**src/rtl/data_pipe_pkg.sv**
```systemverilog
// Shared constants and helpers for the data_pipe FIFO slice.
package data_pipe_pkg;

    localparam int DATA_W_DEF = 8;
    localparam int DEPTH_DEF  = 4;

    // Ceiling log2, usable in parameter expressions.
    function automatic int clog2(input int value);
        int r;
        r = 0;
        while ((1 << r) < value) begin
            r = r + 1;
        end
        return r;
    endfunction

endpackage

```
**src/rtl/data_pipe_ram.sv**
```systemverilog
// WIDTH x DEPTH register array: one synchronous write port, asynchronous read.
module data_pipe_ram
    import data_pipe_pkg::*;
#(
    parameter int WIDTH = DATA_W_DEF,
    parameter int DEPTH = DEPTH_DEF,
    parameter int AW    = clog2(DEPTH)
) (
    input  logic             clk_i,
    input  logic             we_i,
    input  logic [AW-1:0]    waddr_i,
    input  logic [WIDTH-1:0] wdata_i,
    input  logic [AW-1:0]    raddr_i,
    output logic [WIDTH-1:0] rdata_o
);

    logic [WIDTH-1:0] mem_q [DEPTH];

    // NOTE: storage has no reset; the pointers alone decide which entries are live.
    always_ff @(posedge clk_i) begin
        if (we_i) begin
            mem_q[waddr_i] <= wdata_i;
        end
    end

    assign rdata_o = mem_q[raddr_i];

endmodule

```
**src/rtl/data_pipe_fifo.sv**
```systemverilog
// First-word-fall-through FIFO with valid/ready on both sides, flush and peak watermark.
module data_pipe_fifo
    import data_pipe_pkg::*;
#(
    parameter int WIDTH    = DATA_W_DEF,
    parameter int DEPTH    = DEPTH_DEF,
    parameter int AF_LEVEL = DEPTH - 1,
    parameter int CW       = clog2(DEPTH) + 1
) (
    input  logic             CLK_I,
    input  logic             RST_I,
    input  logic [WIDTH-1:0] DATA_I,
    input  logic             VALID_I,
    output logic             READY_O,
    output logic [WIDTH-1:0] DATA_O,
    output logic             VALID_O,
    input  logic             READY_I,
    input  logic             FLUSH_I,
    output logic [CW-1:0]    COUNT_O,
    output logic             ALMOST_FULL_O,
    output logic [CW-1:0]    PEAK_O
);

    localparam int AW = clog2(DEPTH);

    logic [CW-1:0]    count_q, count_d;
    logic [CW-1:0]    peak_q, peak_d;
    logic [AW-1:0]    wr_ptr_q, wr_ptr_d;
    logic [AW-1:0]    rd_ptr_q, rd_ptr_d;
    logic [WIDTH-1:0] rdata;
    logic             push, pop;

    // Flags depend on registered count only, so no input reaches an output combinationally.
    assign READY_O       = (count_q != CW'(DEPTH));
    assign VALID_O       = (count_q != '0);
    assign ALMOST_FULL_O = (count_q >= CW'(AF_LEVEL));
    assign COUNT_O       = count_q;
    assign PEAK_O        = peak_q;
    assign DATA_O        = VALID_O ? rdata : '0;

    assign push = VALID_I & READY_O;
    assign pop  = VALID_O & READY_I;

    // NOTE: every always_comb output gets a default first so no latch is inferred.
    always_comb begin
        count_d  = count_q;
        peak_d   = peak_q;
        wr_ptr_d = wr_ptr_q;
        rd_ptr_d = rd_ptr_q;
        if (FLUSH_I) begin
            count_d  = '0;
            peak_d   = '0;
            wr_ptr_d = '0;
            rd_ptr_d = '0;
        end else begin
            if (push) begin
                wr_ptr_d = wr_ptr_q + AW'(1);
            end
            if (pop) begin
                rd_ptr_d = rd_ptr_q + AW'(1);
            end
            case ({push, pop})
                2'b10:   count_d = count_q + CW'(1);
                2'b01:   count_d = count_q - CW'(1);
                default: count_d = count_q;
            endcase
            if (count_d > peak_q) begin
                peak_d = count_d;
            end
        end
    end

    // NOTE: sequential state uses non-blocking assignments only.
    always_ff @(posedge CLK_I) begin
        if (RST_I) begin
            count_q  <= '0;
            peak_q   <= '0;
            wr_ptr_q <= '0;
            rd_ptr_q <= '0;
        end else begin
            count_q  <= count_d;
            peak_q   <= peak_d;
            wr_ptr_q <= wr_ptr_d;
            rd_ptr_q <= rd_ptr_d;
        end
    end

    data_pipe_ram #(
        .WIDTH (WIDTH),
        .DEPTH (DEPTH),
        .AW    (AW)
    ) u_ram (
        .clk_i   (CLK_I),
        .we_i    (push & ~FLUSH_I & ~RST_I),
        .waddr_i (wr_ptr_q),
        .wdata_i (DATA_I),
        .raddr_i (rd_ptr_q),
        .rdata_o (rdata)
    );

endmodule

```
**config.mk**
```make
export PLATFORM = sky130hd
export DESIGN_NAME = data_pipe_fifo
export DESIGN_NICKNAME = d
export VERILOG_FILES = /design/src/rtl/data_pipe_pkg.sv /design/src/rtl/data_pipe_ram.sv /design/src/rtl/data_pipe_fifo.sv
export SDC_FILE = /design/constraint.sdc
export NUM_CORES = 1
export LEC_CHECK = 0
export ABC_AREA = 0
export BUFFER_PORTS_ARGS = -buffer_cell sky130_fd_sc_hd__buf_2
export CORE_UTILIZATION = 50
export CTS_BUF_LIST = sky130_fd_sc_hd__clkbuf_8 sky130_fd_sc_hd__clkbuf_16
export CTS_CLUSTER_SIZE = 40
export DETAILED_ROUTE_END_ITERATION = 8
export PLACE_DENSITY = 0.75
export SYNTH_ARGS = -nofsm -noshare
export SYNTH_HDL_FRONTEND = slang
export SYNTH_SLANG_ARGS = --single-unit
```
**constraint.sdc**
```tcl
create_clock -name CLK_I -period 3.1 [get_ports CLK_I]
set_input_delay 0.62 -clock CLK_I [delete_from_list [all_inputs] [get_ports CLK_I]]
set_output_delay 0.62 -clock CLK_I [all_outputs]
set_load 0.005 [all_outputs]
```
== Word-level counts from Yosys, hierarchy flattened ==
Memories as Yosys holds them, arrays and structs flattened. A register that Yosys moved wholly into a read port is not among the register bits.
Cells that the tools add are included.

* Register bits: 10
* RAM bits: 32
* Bits of input ports: 13
* Output and inout bits: 17
* Logic and storage cells: 29
* Memories kept: 1

{| class="wikitable"
|+ Memory list
! memory !! words !! width !! read ports !! clocked after memory_dff !! write ports !! line !! RTL
|-
| u_ram.mem_q || 4 || 8 || 1 || 1 || 1 || data_pipe_ram.sv:17 || <nowiki>logic [WIDTH-1:0] mem_q [DEPTH];</nowiki>
|}

* Add/sub/neg operators: 4
* Order comparisons: 2
* Equality and inequality tests: 3
* Muxes and demuxes: 7
* Bitwise gates (word level): 6
* Reduce and logical (&&, ||, !) cells: 2

{| class="wikitable"
|+ Operators by type and width
! operator !! number
|-
| $mux 8 || 1
|-
| $pmux 3 s2 || 1
|-
| $add 2x1->2 const B || 2
|-
| $and 1x1->1 || 4
|-
| $mux 2 || 2
|-
| $add 3x1->3 const B || 1
|-
| $ge 3x2->1 const B || 1
|-
| $gt 3x3->1 || 1
|-
| $mux 3 || 1
|-
| $ne 3x3->1 const B || 1
|-
| $reduce_bool 3->1 || 1
|-
| $sub 3x1->3 const B || 1
|-
| $eq 2x1->1 const B || 1
|-
| $eq 2x2->1 const B || 1
|-
| $mux 1 || 2
|-
| $not 1->1 || 2
|-
| $reduce_or 2->1 || 1
|}

== Logic depth before layout (Yosys ltp) ==
Gate-level depths: netlist of the first run.

* Depth after elaboration: 6
* Mapped depth: 13
* Mapped depth without buffers: 13

== Cells and area by module ==
From an unflattened synthesis of the first run, not the netlist that was laid out.

* Cell total of the unflattened synthesis: 113
* Area, all modules: 1811.7 µm²

{| class="wikitable"
|+ By module, submodules not included
! module !! times used !! cells each !! area an instance (µm²) !! sequential area each (µm²)
|-
| data_pipe_ram || 1 || 46 || 1188.6 || 960.9
|-
| data_pipe_fifo || 1 || 67 || 623.1 || 200.2
|}

== Worst setup path after synthesis of the first run ==
OpenSTA, ideal clock, no wires.

* Path kind: reg-to-reg
* Start point: reg count_q[1], in the netlist COUNT_O[1]
* End point: reg peak_q[2], in the netlist PEAK_O[2]
* Setup time: 0.145 ns
* Arrival time: 2.931 ns
* Required time: 2.955 ns
* Path slack: 0.024 ns
* Cell stages (with the launch flop): 13
* Path buffers: 0
* Clock period less this slack: 3.076 ns
* Path through: dfxtp_1 > or3_4 > and2_4 > ha_1 > fa_1 > xnor2_1 > nor2_1 > xnor2_1 > inv_1 > ha_1 > nand3_1 > a21boi_0 > a2111oi_2

* Longest elaborated chain between the ends: 6
* Elaborated cells between the ends (all ways): 11
* Classes of those cells: add/sub: 2; order compare: 1; eq/ne: 3; mux: 2; bitwise: 2; reduce/logical: 1

{| class="wikitable"
|+ RTL lines
! item !! line !! RTL
|-
| start, declared || data_pipe_fifo.sv:26 || <nowiki>logic [CW-1:0] count_q, count_d;</nowiki>
|-
| start signal, assigned || data_pipe_fifo.sv:81 || <nowiki>count_q <= count_d;</nowiki>
|-
| $reduce_bool 3->1 * || data_pipe_fifo.sv:35 || <nowiki>assign VALID_O = (count_q != '0);</nowiki>
|-
| $and 1x1->1 * || data_pipe_fifo.sv:42 || <nowiki>assign pop = VALID_O & READY_I;</nowiki>
|-
| net pop || data_pipe_fifo.sv:31 || <nowiki>logic push, pop;</nowiki>
|-
| $eq 2x1->1 or $eq 2x2->1 (tied branches) || data_pipe_fifo.sv:62 || <nowiki>case ({push, pop})</nowiki>
|-
| $pmux 3 s2 * || data_pipe_fifo.sv:62 ||
|-
| $mux 3 * || data_pipe_fifo.sv:50 || <nowiki>if (FLUSH_I) begin</nowiki>
|-
| $gt 3x3->1 || data_pipe_fifo.sv:67 || <nowiki>if (count_d > peak_q) begin</nowiki>
|-
| end signal, assigned || data_pipe_fifo.sv:82 || <nowiki>peak_q <= peak_d;</nowiki>
|-
| end, declared || data_pipe_fifo.sv:27 || <nowiki>logic [CW-1:0] peak_q, peak_d;</nowiki>
|}

Mark *: on every way through the listed nets, which the timed path passes. The rest lies on a longest branch. The select of a mux whose other input is x is not followed.
A chain may end at the register's enable or synchronous reset.

== Final worst setup path of the first run ==
* Start point: reg count_q[2], in the netlist COUNT_O[2]
* End point: reg peak_q[2], in the netlist PEAK_O[2]

The elaborated chain is that of the path after synthesis.

==> impl_metrics.csv, run 1 <==
group,metric,value,unit
route,routed-via-count,1091,
timing,skew,0.005049,ns
timing,max_freq,329.5,MHz
logic_synthesis,synth-edff-count,32,
setup_path,endpoint_kind,"register",
pwr,pwr-share-seq,48.9,%
pwr,ir_drop,356.3,uV
logic_synthesis,commonest_cells_post_synth,"edfxtp_1, and2_1, dfxtp_1",
setup_path,worstPathRequired,3.30,ns
timing,finalHoldViolations,0,
logic_synthesis,ys_warn_count,0,
pwr,p_switching,0.2868,mW
floorplan,floorplan.rows,21,
route,drcViolationCount,0,
logic_synthesis,synthDominantCellAreaShare,50.89,%
logic_synthesis,syn-instance-count,122,
finish,layout.core_utilization,66.38,%
finish,insertedDiodeCount,0,
pwr,netSwitchingFraction,21.54,%
flow_run,maxCapViolCount,0,
floorplan,ioPinCount,30,
route,average_wire_per_cell_in_the_routed_design,15.69,um
floorplan,floorplan.die.width,63.45,um
setup_path,critical_path_class,"reg2reg",
setup_path,crit_arrival,3.23,ns
global_route,first_pass_grt_wire_length,5216,um
logic_synthesis,syn_area,1888,um^2
global_route,antenna_violations_before_repair,0,
logic_synthesis,synth.top_cells.by_area,"edfxtp_1, dfxtp_1, mux4_2",
clocking,h_tree_levels,2,
finish,fillerInstances,246,
logic_synthesis,synth-seq-cells,44,
logic_synthesis,synthMostInstantiatedCell,"edfxtp_1",
floorplan,die_h,63.45,um
logic_synthesis,synth.largest_area_cell,"edfxtp_1",
setup_path,critPathMaxFanout,5,
finish,finish.instance_area,2302,um^2
pwr,power_per_cell_area,578.4,nW/um^2
logic_synthesis,synth_nets,144,
timing,final-setup-viol-count,0,
floorplan,core-area,3468,um^2
pwr,combPwrFrac,12.8,%
clocking,cts_tree,"done",
global_route,grt_remaining_overflow,0,
timing,slew-limit-headroom,64.18,%
route,dr.pass1.iters,4,
route,dr.first_iter.drc_count,44,
global_route,grt_max_degree,15,
place,placed_area,2108,um^2
pwr,p_leak,0.8784,nW
timing,hold-worst-slack,0.5022,ns
clocking,cts.path.max_buffers,2,
finish,synthToLayoutAreaGrowth,21.94,%
clocking,post_cts_buffers,0,
place,post-dp-hpwl,2258,um
clocking,cts-buffers-inserted,5,
clocking,clock_latency_on_the_worst_skew_pair,0.29,ns
logic_synthesis,synth_cell_types,31,
finish,layout-drive-gt1-share,39.75,%
route,viasPerCell,5.271,
run_status,run_status,"finished clean",
timing,finalSetupTns,0,ns
floorplan,initial_core_util,54.44,%
logic_synthesis,synth_ff_type,"edfxtp_1",
route,finalWirelength,3248,um
pwr,p_clk_share,38.3,%
timing,timing.final.crit_share,97.90,%
clocking,clkSinkCount,44,
timing,period_minus_slack,3.035,ns
floorplan,die_area,4026,um^2
route,ant_nets,0,
logic_synthesis,mean_cell_area_of_the_mapped_netlist,15.48,um^2
pwr,fin_total_pwr,1.332,mW
setup_path,critical_path.startpoint_type,"register",
timing,worst_pin_slew,0.5365,ns
logic_synthesis,seq_area_frac_synth,63.62,%
logic_synthesis,asyncSetResetFlopFracSynth,0,%
min_path,worst_hold_path_type,"reg2reg",
timing,final_max_slew_viol_count,0,
global_route,grt_pass1_vias,1083,
clocking,root_buffer,"clkbuf_8",
global_route,grt_usage,17.62,%
clocking,clkSlewWorstSetupHoldPaths,0.08,ns
pwr,power_report.internal_total,1.045,mW
finish,final_nets,182,
place,place.port_buffers,29,
place,routabilityCongestion,0.7787,
per-stage QoR:
step	instances	worst slack, ns
after detailed placement	199	-0.02923
after global routing	207	-0.05108
after CTS	207	0.03471
final	207	0.06512
after floorplan	122	0.02361
after global placement	199	0.08120
path summary, 6_finish.rpt:
check        slack, ns          end   startpoint  cells past startpoint
min               0.50  wr_ptr_q[1]  wr_ptr_q[1]                      2
max reg2reg       0.07    PEAK_O[2]   COUNT_O[2]                     13
min reg2reg       0.50  wr_ptr_q[1]  wr_ptr_q[1]                      2
max               0.07    PEAK_O[2]   COUNT_O[2]                     13
per-layer routing:
metal	global-route usage, %	part of all wire (%)
met5	0	0
met4	5.966	1.4
met3	4.891	4.4
met2	30.32	52
met1	21.13	42
what timing repair did:
item                       in CTS  in global routing
gates resized for setup         3                  6
hold buffers                    0                  0
setup endpoints to repair       1                  2
pin swaps                       2                  3
flip-flops by register name (all words and copies together), names as in the netlist, named ones only:
name and count:
COUNT_O 3, PEAK_O 3, rd_ptr_q 2, u_ram.mem_q 32, wr_ptr_q 2
power groups by stage:
| stage | combinational (mW) | sequential, mW | clock [mW] |
|---|---|---|---|
| after detailed placement | 0.143 | 0.664 | 0 |
| after global routing | 0.186 | 0.652 | 0.534 |
| after floorplan | 0.0873 | 0.663 | 0 |
| after global placement | 0.134 | 0.663 | 0 |
| after CTS | 0.148 | 0.650 | 0.511 |
| final | 0.170 | 0.651 | 0.510 |
cell families (layout without fill, tap and decap cells):
group,after synthesis,in the layout,share of synthesized area [%]
DFF,44,44,63.62
adders and majority gates,9,9,6.362
and+or+nand+nor,36,36,11.07
AOI/OAI and AO/OA,8,8,3.380
xor gates and xnor gates,6,6,2.783
buffers and inverters,10,49,2.650
muxes,9,9,10.14
final cells by class:
| type | count | area (um^2) | share of cell area, % |
|---|---|---|---|
| clock buffer | 5 | 68.82 | 2.989 |
| clock inverter | 3 | 63.81 | 2.772 |
| inverter | 6 | 22.52 | 0.9783 |
| multi-input combinational | 68 | 698.2 | 30.33 |
| sequential | 44 | 1201 | 52.17 |
| tap | 46 | 57.56 | 2.500 |
| timing repair buffer | 35 | 190.2 | 8.261 |
cell usage in the layout (no fill, tap or decap), drive strengths merged, types with 2 or more instances in the layout:
| cell type | netlist | routed |
|---|---|---|
| xnor2 | 4 | 4 |
| bufinv | 0 | 2 |
| inv | 6 | 7 |
| clkbuf | 1 | 5 |
| a21oi | 2 | 2 |
| nand3 | 3 | 3 |
| o31ai | 2 | 2 |
| buf | 3 | 35 |
| nor2b | 2 | 2 |
| and2 | 13 | 13 |
| mux4 | 8 | 8 |
| xor2 | 2 | 2 |
| nor2 | 9 | 9 |
| ha | 8 | 8 |
| dfxtp | 12 | 12 |
| nand2 | 4 | 4 |
| edfxtp | 32 | 32 |
critical path: stages, from the launching register on:
cell       delay (ns)
dfxtp_1          0.32
or3_4            0.39
and2_4           0.18
ha_4             0.16
fa_2             0.33
xnor2_1          0.13
nor2_1           0.14
xnor2_1          0.17
inv_1            0.12
ha_4             0.30
nand3_2          0.08
a21boi_1         0.13
buf_4            0.16
a2111oi_4        0.33
Power figures use the tool's default switching activity.
==> run 2: changes to the inputs <==
--- a/config.mk
+++ b/config.mk
@@ -8,10 +8,10 @@
 export ABC_AREA = 0
 export BUFFER_PORTS_ARGS = -buffer_cell sky130_fd_sc_hd__buf_2
 export CORE_UTILIZATION = 50
-export CTS_BUF_LIST = sky130_fd_sc_hd__clkbuf_8 sky130_fd_sc_hd__clkbuf_16
+export CTS_BUF_LIST = sky130_fd_sc_hd__clkbuf_4 sky130_fd_sc_hd__clkbuf_8
 export CTS_CLUSTER_SIZE = 40
 export DETAILED_ROUTE_END_ITERATION = 8
-export PLACE_DENSITY = 0.75
+export PLACE_DENSITY = 0.72
 export SYNTH_ARGS = -nofsm -noshare
 export SYNTH_HDL_FRONTEND = slang
 export SYNTH_SLANG_ARGS = --single-unit
==> constraint.sdc (replaced) <==
create_clock -name CLK_I -period 3.2 [get_ports CLK_I]
set_input_delay 0.64 -clock CLK_I [delete_from_list [all_inputs] [get_ports CLK_I]]
set_output_delay 0.64 -clock CLK_I [all_outputs]
set_load 0.005 [all_outputs]
==> run 2 against run 1 <==
Net effect:
- fmax down 0.11%
- final area shrank 2.8%
- global-route usage is 1.3 points lower
- combinational power decreased by 12%
- largest cell class unchanged
==> impl_metrics.csv, run 2 (same netlist as run 1, synthesis figures left out) <==
group,metric,value,unit
run_status,run_status,"finished clean",
finish,ff_latch_area,1207,um^2
clocking,cts_repair_resize_count,0,
place,placed_area,2086,um^2
floorplan,initial_core_util,54.44,%
finish,fillerInstances,273,
finish,final-instance-count-excl-fill,204,
global_route,grt_max_degree,14,
finish,layout.cells.most_common,"edfxtp_1",
finish,final_nets,179,
setup_path,crit_arrival,3.23,ns
clocking,clkSlewWorstSetupHoldPaths,0.07,ns
finish,layout-drive-gt1-share,39.87,%
pwr,power_per_cell_area,531.3,nW/um^2
clocking,root_buffer,"clkbuf_8",
route,drcViolationCount,0,
clocking,cts_tree,"done",
timing,max_freq,329.2,MHz
pwr,p_leak,0.8474,nW
flow_run,maxCapViolCount,0,
finish,largest_register,"u_ram.mem_q",
timing,period_minus_slack,3.038,ns
floorplan,die_h,63.45,um
finish,synthToLayoutAreaGrowth,18.49,%
floorplan,floorplan.rows,21,
clocking,post_cts_buffers,0,
clocking,holdBufCountCts,0,
place,routabilityCongestion,0.7394,
global_route,first_pass_grt_wire_length,4712,um
pwr,ir_drop,283.4,uV
finish,finish.instance_area,2237,um^2
clocking,cts-buffers-inserted,5,
setup_path,crit_path_cell_trace,"or3_4, and2_4, ha_2, fa_2, xnor2_1, nor2_1, xnor2_1, inv_1, ha_4, nand3_1, a21boi_0, buf_4, a2111oi_4",
setup_path,critPathMaxFanout,6,
route,dr.first_iter.drc_count,36,
clocking,cts.path.max_buffers,2,
setup_path,timing.critical_path.mode_cell,"xnor2_1",
finish,insertedDiodeCount,0,
setup_path,reg2reg_setup_slack,0.16,ns
route,average_wire_per_cell_in_the_routed_design,14.60,um
min_path,worst_hold_path_type,"reg2reg",
clocking,clkSinkCount,44,
timing,finalSetupTns,0,ns
setup_path,critical_path.top_delay_family,"adder cells",
timing,finalHoldViolations,0,
floorplan,die_area,4026,um^2
place,numPlacedInstances,196,
finish,multiInputGateArea,670.6,um^2
timing,slew-limit-headroom,63.32,%
floorplan,core-area,3468,um^2
route,routed-via-count,1033,
timing,worst_pin_slew,0.5495,ns
global_route,grt_usage,16.28,%
timing,timing.final.crit_share,94.94,%
timing,rsz0062_at_grt,"false",
finish,most-common-layout-cells,"edfxtp_1, buf_2, and2_1, dfxtp_1, nor2_1",
setup_path,endpoint_kind,"register",
route,finalWirelength,2978,um
global_route,grt_pass1_vias,1069,
setup_path,critical_path_class,"reg2reg",
place,place.port_buffers,29,
route,ant_nets,0,
setup_path,worstPathRequired,3.39,ns
setup_path,critical_path.startpoint_type,"register",
clocking,h_tree_levels,2,
setup_path,critical-path-slowest-cell,"dfxtp_4",
global_route,antenna_violations_before_repair,0,
timing,final_max_slew_viol_count,0,
setup_path,worstPathBufferInverterCount,2,
floorplan,ioPinCount,30,
pwr,fin_total_pwr,1.189,mW
route,viasPerCell,5.064,
global_route,grt_remaining_overflow,0,
timing,final-setup-viol-count,0,
route,dr.pass1.iters,4,
clocking,clock_latency_on_the_worst_skew_pair,0.29,ns
timing,skew,0.004729,ns
floorplan,floorplan.die.width,63.45,um
setup_path,cpPeakStageDelay,0.37,ns
finish,largest_register_ffs,32,
place,post-dp-hpwl,2116,um
[run 2: worst paths after layout]
kind	to	start	cells after the start
worst min register to register	wr_ptr_q[1]	wr_ptr_q[1]	2
worst max-delay path	PEAK_O[2]	COUNT_O[1]	13
worst min-delay path	wr_ptr_q[1]	wr_ptr_q[1]	2
worst max register to register	PEAK_O[2]	COUNT_O[1]	13
[run 2: layout make-up]
| class | count | area share (%) |
|---|---|---|
| clock buffer | 6 | 3.412 |
| clock inverter | 2 | 1.566 |
| inverter | 6 | 1.007 |
| multi-input combinational | 68 | 29.98 |
| sequential | 44 | 53.97 |
| tap | 46 | 2.573 |
| timing repair buffer | 32 | 7.494 |
[run 2: worst register-to-register path, stage by stage, from the launching register on]
cell and delay [ns]:
dfxtp_4 0.37, or3_4 0.37, and2_4 0.17, ha_2 0.18, fa_2 0.33, xnor2_1 0.14, nor2_1 0.07, xnor2_1 0.20
inv_1 0.10, ha_4 0.29, nand3_1 0.10, a21boi_0 0.14, buf_4 0.16, a2111oi_4 0.32
[run 2: power breakdown]
| group | leakage (nW) | total, mW | switching (mW) | internal, mW |
|---|---|---|---|---|
| sequential | 0.388 | 0.631 | 0.00972 | 0.622 |
| combinational | 0.401 | 0.150 | 0.0764 | 0.0735 |
| clock | 0.0586 | 0.407 | 0.167 | 0.240 |
[run 2: metal layers]
layer	part of all wire [%]	global-route usage [%]	vias to the layer above
met4	0.67	7.670	0
met2	52	28.19	28
met5	0	0	-
met3	4.1	3.261	2
met1	43	19.24	493
li1	-	-	510
[run 2: through the flow]
stage	hold slack (ns)	worst slack (ns)	utilization (%)
6_report	0.4991	0.1619	64.50
4_1_cts	0.5020	0.03674	63.35
5_1_grt	0.5215	0.03066	64.50
3_5_place_dp	0.4807	0.06201	60.14
2_1_floorplan	0.4692	0.1236	-
3_3_place_gp	0.4709	0.1540	60.14
==> run 3: changes to the inputs <==
==> constraint.sdc (replaced) <==
create_clock -name CLK_I -period 3.55 [get_ports CLK_I]
set_input_delay 0.71 -clock CLK_I [delete_from_list [all_inputs] [get_ports CLK_I]]
set_output_delay 0.71 -clock CLK_I [all_outputs]
set_load 0.005 [all_outputs]
==> run 3 against run 2 <==
Net effect:
- worst setup slack gained 0.055 ns
- critical endpoint unchanged
- clock power decreased by 29%
- highest routed layer unchanged
- final area is 2.2% lower
- utilization fell by 1.4 points
==> impl_metrics.csv, run 3 (same netlist as run 1, synthesis figures left out) <==
group,metric,value,unit
pwr,fin_total_pwr,0.9860,mW
route,routed-via-count,1057,
clocking,clock_latency_on_the_worst_skew_pair,0.29,ns
clocking,clkSinkCount,44,
setup_path,critical_path_class,"reg2reg",
timing,slew-limit-headroom,63.97,%
global_route,grt_util_met1,20.71,%
clocking,cts_tree,"done",
setup_path,worstPathRequired,3.74,ns
route,dr.first_iter.drc_count,30,
finish,largest_register,"u_ram.mem_q",
timing,final-setup-viol-count,0,
route,dr.pass1.iters,4,
timing,finalHoldViolations,0,
setup_path,critPathMaxFanout,6,
setup_path,crit_path_cell_trace,"or3_4, and2_4, ha_1, fa_2, xnor2_2, nor2_2, xnor2_2, inv_1, ha_1, nand3_1, a21boi_0, buf_4, a2111oi_2",
route,finalWirelength,3153,um
finish,layout-drive-gt1-share,37.34,%
setup_path,endpoint_kind,"register",
run_status,run_status,"finished clean",
clocking,clkSlewWorstSetupHoldPaths,0.08,ns
finish,synthToLayoutAreaGrowth,15.90,%
place,routabilityCongestion,0.7798,
pwr,ir_drop,336.0,uV
setup_path,critical_path.startpoint_type,"register",
setup_path,critical_path.startpoint,"COUNT_O[1]",
timing,period_minus_slack,3.334,ns
route,average_wire_per_cell_in_the_routed_design,15.46,um
finish,largest_register_ffs,32,
global_route,antenna_violations_before_repair,0,
min_path,worstHoldStart,"PEAK_O[0]",
floorplan,die_area,4026,um^2
setup_path,timing.rr.start,"COUNT_O[1]",
timing,worst_pin_slew,0.5397,ns
setup_path,worstPathBufferInverterCount,2,
setup_path,cpPeakStageDelay,0.41,ns
route,drcViolationCount,0,
clocking,cts.path.max_buffers,2,
clocking,h_tree_levels,2,
finish,final_nets,179,
global_route,grt_pass1_vias,1141,
route,ant_nets,0,
timing,skew,0.005704,ns
setup_path,reg2reg_depth,13,
flow_run,maxCapViolCount,0,
floorplan,core-area,3468,um^2
route,viasPerCell,5.181,
place,place.port_buffers,29,
global_route,grt_usage,18.36,%
pwr,power_per_cell_area,450.6,nW/um^2
floorplan,ioPinCount,30,
setup_path,endpoint,"PEAK_O[2]",
floorplan,floorplan.die.width,63.45,um
finish,most-common-layout-cells,"edfxtp_1, buf_2, dfxtp_1, and2_1",
global_route,grt_max_degree,14,
floorplan,die_h,63.45,um
timing,final_max_slew_viol_count,0,
timing,max_freq,300.0,MHz
place,post-dp-hpwl,2269,um
setup_path,reg2reg_setup_slack,0.22,ns
global_route,grt_remaining_overflow,0,
timing,finalSetupTns,0,ns
pwr,p_leak,0.8331,nW
global_route,first_pass_grt_wire_length,5278,um
clocking,root_buffer,"clkbuf_8",
global_route,use_met2,30.98,%
finish,layout.cells.most_common,"edfxtp_1",
setup_path,timing.critical_path.depth,13,
timing,rsz0062_at_grt,"false",
floorplan,initial_core_util,54.44,%
finish,insertedDiodeCount,0,
setup_path,critical_path.top_delay_family,"adder cells",
setup_path,crit-reg2reg-capture,"PEAK_O[2]",
setup_path,critical-path-slowest-cell,"or3_4",
floorplan,floorplan.rows,21,
global_route,gr-max-usage-layer,"met2",
min_path,worst_hold_path_type,"reg2reg",
setup_path,crit_arrival,3.52,ns
global_route,grt_util_met3,5.616,%
timing,timing.final.crit_share,93.90,%
clocking,cts-buffers-inserted,5,
[run 3: cell count changes in the layout (fill, tap and decap cells not counted), sizes merged]
cell / previous run / this run
clkbuf: 6 / 5
clkinv: 1 / 3
bufinv: 1 / 0
[run 3: worst min path at each step]
stage	cells after the start	end
after detailed placement	2	PEAK_O[0]
after global routing	2	PEAK_O[0]
after global placement	2	PEAK_O[0]
final	2	PEAK_O[0]
after floorplan	2	wr_ptr_q[1]
after CTS	2	PEAK_O[0]
[run 3: area by class of cell]
class / instances / area [um^2]
Timing Repair Buffer: 32 / 167.7
Clock inverter: 3 / 13.76
Tap cell: 46 / 57.56
Inverter: 6 / 22.52
Sequential cell: 44 / 1201
Multi-Input combinational cell: 68 / 656.9
Clock buffer: 5 / 68.82
Fill cell: 288 / 1280
[run 3: what timing repair did]
| item | 4_1_cts | 5_1_grt |
|---|---|---|
| setup endpoints to repair | 0 | 3 |
| hold buffers | 0 | 0 |
| hold endpoints to repair | 0 | 0 |
| setup buffers | 0 | 2 |
| gates resized for setup | 0 | 4 |
[run 3: layer usage]
layer | part of all wire [%] | vias to the layer above
met5 | 0 | -
met4 | 2.3 | 0
met3 | 4.2 | 9
met2 | 51 | 32
met1 | 43 | 502
li1 | - | 514
[run 3: worst register-to-register path, stage by stage (launching register included)]
cell,delay (ns)
dfxtp_1,0.37
or3_4,0.41
and2_4,0.18
ha_1,0.25
fa_2,0.38
xnor2_2,0.15
nor2_2,0.15
xnor2_2,0.15
inv_1,0.07
ha_1,0.34
nand3_1,0.12
a21boi_0,0.16
buf_4,0.17
a2111oi_2,0.35
[run 3: where the power goes]
| part | switching (mW) | internal, mW |
|---|---|---|
| Sequential | 0.00858 | 0.561 |
| Combinational | 0.0648 | 0.0608 |
| Clock | 0.158 | 0.134 |
| Total | 0.231 | 0.755 |
[run 3: per-stage QoR]
stage	cell area, um^2	util [%]	setup WS, ns	hold WS, ns	cells
2_1_floorplan	1888	-	0.4736	0.4692	122
3_3_place_gp	2071	59.70	0.3053	0.4772	194
3_5_place_dp	2071	59.70	0.09544	0.4731	194
4_1_cts	2153	62.09	0.07617	0.4894	202
5_1_grt	2188	63.10	0.03918	0.5239	204
6_report	2188	63.10	0.2165	0.4838	204
